===== src/rtl/expect_table.sv =====
// Expected-word register file: synchronous write port, asynchronous read port.
// Contents are deliberately not reset so a table survives a checker reset.
module expect_table #(
    parameter int W  = 12,
    parameter int N  = 16,
    parameter int IW = $clog2(N)
) (
    input  logic          clock,
    input  logic          we,
    input  logic [IW-1:0] waddr,
    input  logic [W-1:0]  wdata,
    input  logic [IW-1:0] raddr,
    output logic [W-1:0]  rdata
);

    logic [W-1:0] mem [N];

    always_ff @(posedge clock) begin
        if (we) begin
            mem[waddr] <= wdata;
        end
    end

    assign rdata = mem[raddr];

endmodule


===== config.mk =====
export PLATFORM = sky130hd
export DESIGN_NAME = expect_table
export DESIGN_NICKNAME = d
export VERILOG_FILES = /design/src/rtl/expect_table.sv
export SDC_FILE = /design/constraint.sdc
export NUM_CORES = 1
export LEC_CHECK = 0
export CORE_MARGIN = 1
export CORE_UTILIZATION = 35
export CTS_CLUSTER_SIZE = 12
export DETAILED_ROUTE_END_ITERATION = 12
export PLACE_DENSITY = 0.55
export SLEW_MARGIN = 10
export SYNTH_ARGS = -nofsm -noshare
export SYNTH_HDL_FRONTEND = slang
export SYNTH_SLANG_ARGS = --single-unit
export TNS_END_PERCENT = 50

===== constraint.sdc =====
create_clock -name clock -period 2.5 [get_ports clock]
set_input_delay 0.5 -clock clock [delete_from_list [all_inputs] [get_ports clock]]
set_output_delay 0.5 -clock clock [all_outputs]
set_load 0.05 [all_outputs]

==> run metrics, run 1 <==
run status=finished, final reports clean; Max Fclk=411 MHz; Yosys Warn Count=0; Crit Path Class=in2out; Starting Density=0.360; DP Worst Slack=-0.0439 ns; worst vdd ir=0.542 mV; Final period util=0.972; setup ws final=0.0688 ns; CTS tree=built; Tmin final=2.43 ns; Max-Cap Viols=0; syn avg cell area=23.2 um^2; CP arrival=1.93 ns; share of the synthesized area in the top cell type=0.783; Slew headroom=0.622; via count=3476; power per cell area=747 nW/um^2; Largest Register=mem; CP most frequent cell=buf_12; first-pass GRT wire length=23400 um; crit path max-delay cell type=mux4_1; WHS=0.976 ns; hpwl dp=9400 um; Final Hold Fails=0; layout cells sized above 1=0.310; Seq cells post-synth=192; Sink Count=192; Leak=0.00296 uW; DR pass1 iterations=4; sequence of cells on the critical path=buf_6, buf_12, buf_12, mux4_1, a22oi_2, nand2_1, buf_12; Die W=147 um; Cells after Synth=317; pin count of the biggest net entering global routing=28; max-slew violations=0; Syn Nets=339; WP data required=2.00 ns; FF/Latch Area=5770 um^2; Synth area leader=edfxtp_1; vias in the first global route=3711; Bufs on Longest Clock Path=2; fin util=0.445; drt wl/cell=23.2 um; Seq/Total Area, Yosys=0.783; Final ANT Viol Nets=0; CP Launch Type=input port; Largest stage delay, worst path=0.55 ns; GRT Residual Overflow=0; clk slew on worst S/H paths=0.07 ns; number of synthesized flops with an enable pin=192; area of the multi-input gates=1540 um^2; synth cell count leaders=edfxtp_1 (192), mux4_2 (33), a22oi_1 (24); vias per inst=5.14; largest registers=mem x192; Root Buffer=clkbuf_16; clock buffer count from CTS=17; GP Congestion=0.698; Primary FF master, synth=edfxtp_1; diode count=0; Net count, final=415; synth top area cells=edfxtp_1 (78%), mux4_2 (10%), mux4_1 (5.4%); Cell Area, Synth=7360 um^2; Die Ht=147 um; Yosys cell types=17; die area=21600 um^2; max reg flops=192; Critical Path End Type=output port; # H-tree levels=4; worst slew pin tran=0.566 ns; DRT Wirelength=15700 um; Tot GR Track Use=0.154; FILL cells=1739; final setup fails=0; worst-path fanout max=5; Top Ports=34; num rows=52; Initial DRC Count=304; ys async rst share=0; initial antenna violation count=0; Hold Path Class=in2reg; Synth-to-Final Area Change=23.6%; # DRC=0; top-count cell post-synth=edfxtp_1; IO Port Bufs=33; core area=20400 um^2
==> timing repair <==
item	CTS	global route
gates cloned	1	1
pin swaps	2	2
setup endpoints to repair	3	10
setup buffers	1	0
hold buffers	0	0
resized for setup	4	5
==> path summary, 6_finish.rpt <==
path      start    endpoint  slack [ns]  cells after the start
max    raddr[0]    rdata[1]        0.07                      7
min   wdata[10]  mem[6][10]        0.98                      1
==> layer usage <==
metal,share of wire,track usage,up-vias
met5,0,0,-
met4,0.014,0.0541,0
met3,0.052,0.0304,17
met2,0.51,0.250,104
met1,0.43,0.208,1835
li1,-,-,1520
==> placed cells by master, fill, tap and decap left out, types with 13 or more instances in the layout <==
master	n
buf_12	21
edfxtp_1	192
mux4_1	14
clkbuf_16	18
a22oi_1	19
nand2_1	13
clkdlybuf4s50_1	19
nor2_1	13
buf_4	27
mux4_2	34
==> through the flow <==
step / cells / cell area (um^2) / TNS [ns] / power [uW]
3_5_place_dp: 641 / 8430 / -0.0461 / 4250
6_report: 676 / 9090 / 0 / 6790
3_3_place_gp: 641 / 8430 / -0.0717 / 4240
5_1_grt: 676 / 9090 / -0.000324 / 6990
2_1_floorplan: 317 / 7360 / 0 / 3960
4_1_cts: 675 / 9050 / -0.0174 / 6850
==> power breakdown <==
part           switching (uW)  internal (uW)  leakage (uW)
Sequential               12.9           3610       0.00173
Clock                    1140           1460      0.000276
Combinational             298            269      0.000953
Total                    1450           5340       0.00296
==> cell families after synthesis <==
kind of cell,synth area share
buffers and inverters,0.0134
multiplexers,0.155
AND/OR/NAND/NOR,0.0241
flip-flops,0.783
AO/OA/AOI/OAI,0.0245
==> layout make-up <==
class / instances / area share
Sequential cell: 192 / 0.634
Multi-Input combinational cell: 111 / 0.169
Timing Repair Buffer: 71 / 0.0970
Clock buffer: 17 / 0.0468
Tap cell: 270 / 0.0371
Clock inverter: 15 / 0.0161
==> critical path: cells and delay by family <==
family / cells / cell delay, ns
compound gates: 1 / 0.19
buf+inv: 4 / 0.57
mux: 1 / 0.55
simple gates: 1 / 0.11
(Power assumes the default switching activity.)
==> run 2, diff against run 1 <==
--- a/config.mk
+++ b/config.mk
@@ -9,7 +9,6 @@
 export CORE_UTILIZATION = 35
 export CTS_CLUSTER_SIZE = 12
 export DETAILED_ROUTE_END_ITERATION = 12
-export PLACE_DENSITY = 0.55
 export SLEW_MARGIN = 10
 export SYNTH_ARGS = -nofsm -noshare
 export SYNTH_HDL_FRONTEND = slang
==> run 2 against run 1 <==
Effect of this change: via count is 0.35% lower; largest cell class unchanged; power shrank 3.3%; core utilization shrank 0.38 points; die area unchanged; largest power group unchanged.
==> run metrics, run 2 (same netlist as run 1, synthesis figures left out) <==
cts-stage hold buffer count=0; Net count, final=417; vias per inst=5.11; power per cell area=728 nW/um^2; CP most frequent cell=buf_4; Tot GR Track Use=0.149; Switching Fraction=0.218; worst vdd ir=0.361 mV; # H-tree levels=4; Largest Register=mem; Reg power frac=0.551; Sw Pwr=1430 uW; initial antenna violation count=0; final setup fails=0; Int Power=5130 uW; largest registers=mem x192; Total Power=6570 uW; TNS Setup=0 ns; die area=21600 um^2; most frequent cells in the layout=edfxtp_1 (192), mux4_2 (34), buf_4 (30), clkdlybuf4s50_1 (19), buf_12 (18); Initial DRC Count=246; setup ws final=0.0423 ns; Hold Path Class=in2reg; Final ANT Viol Nets=0; Die W=147 um; layout cells sized above 1=0.314; Final period util=0.983; drt wl/cell=22.4 um; Combinational Power Share=0.085; Leak=0.00293 uW; worst-path fanout max=12; Crit Path Class=in2out; clock power share=0.363; GP Congestion=0.711; hpwl dp=9520 um; GRT Residual Overflow=0; worst slew pin tran=0.640 ns; DP Worst Slack=-0.131 ns; Synth-to-Final Area Change=22.5%; Max-Cap Viols=0; commonest non-fill, non-tap cell in the layout=edfxtp_1; clk slew on worst S/H paths=0.07 ns; first-pass GRT wire length=22800 um; crit path max-delay cell type=clkdlybuf4s50_1; WP data required=2.00 ns; CP Launch Type=input port; max-slew violations=0; DRT Wirelength=15200 um; CP bufs+invs=4; max reg flops=192; Root Buffer=clkbuf_16; CP arrival=1.96 ns; IO Port Bufs=33; RSZ-0062 raised after global routing=true; Sink Count=192; Starting Density=0.360; Critical Path End Type=output port; run status=finished, final reports clean; Final Hold Fails=0; Slew headroom=0.572; FILL cells=1742; Die Ht=147 um; pin count of the biggest net entering global routing=17; core area=20400 um^2; # DRC=0; area of the multi-input gates=1550 um^2; DR pass1 iterations=5; CTS tree=built; WHS=0.994 ns; Tmin final=2.46 ns; Bufs on Longest Clock Path=2; CP top delay family=buffers and inverters; sequence of cells on the critical path=clkdlybuf4s50_1, buf_4, nor2_1, buf_4, a22oi_1, nand2_1, buf_12; Top Ports=34; num rows=52; clock buffer count from CTS=17; Max Fclk=407 MHz; diode count=0; vias in the first global route=3711; Largest stage delay, worst path=0.50 ns; FF/Latch Area=5770 um^2; via count=3464
## run 2: layout make-up
class / count / share of cell area
Timing Repair Buffer: 73 / 0.0937
Clock buffer: 17 / 0.0472
Multi-Input combinational cell: 111 / 0.172
Tap cell: 270 / 0.0375
Sequential cell: 192 / 0.639
Clock inverter: 15 / 0.0104
## run 2: repair_timing
item,in CTS,in global routing
endpoints found under the setup margin,11,8
pin swaps,2,2
gates resized for setup,10,7
buffers inserted,1,0
cloned,0,0
## run 2: final timing paths
path	from	endpoint	slack [ns]	depth (start not counted)
max	raddr[3]	rdata[11]	0.04	7
min	wdata[8]	mem[4][8]	0.99	1
## run 2: metal layers
layer	GRT usage	routed length [um]	vias up	part of all wire
met1	0.213	6490	1808	0.43
li1	-	-	1521	-
met3	0.0394	1360	6	0.089
met2	0.227	7270	129	0.48
met5	0	0	-	0
met4	0.0407	59	0	0.0039
## run 2: power by group through the flow
stage	registers, uW	logic, uW	clock network [uW]
final	3620	559	2390
after global placement	3690	543	0
after CTS	3620	562	2430
after detailed placement	3690	551	0
after floorplan	3690	272	0
after global routing	3620	591	2550
## run 2: through the flow
step           area (um^2)  std cells   util
2_1_floorplan         7360        317      -
3_3_place_gp          8430        645  0.412
3_5_place_dp          8430        645  0.412
4_1_cts               8990        678  0.440
5_1_grt               9020        678  0.441
6_report              9020        678  0.441
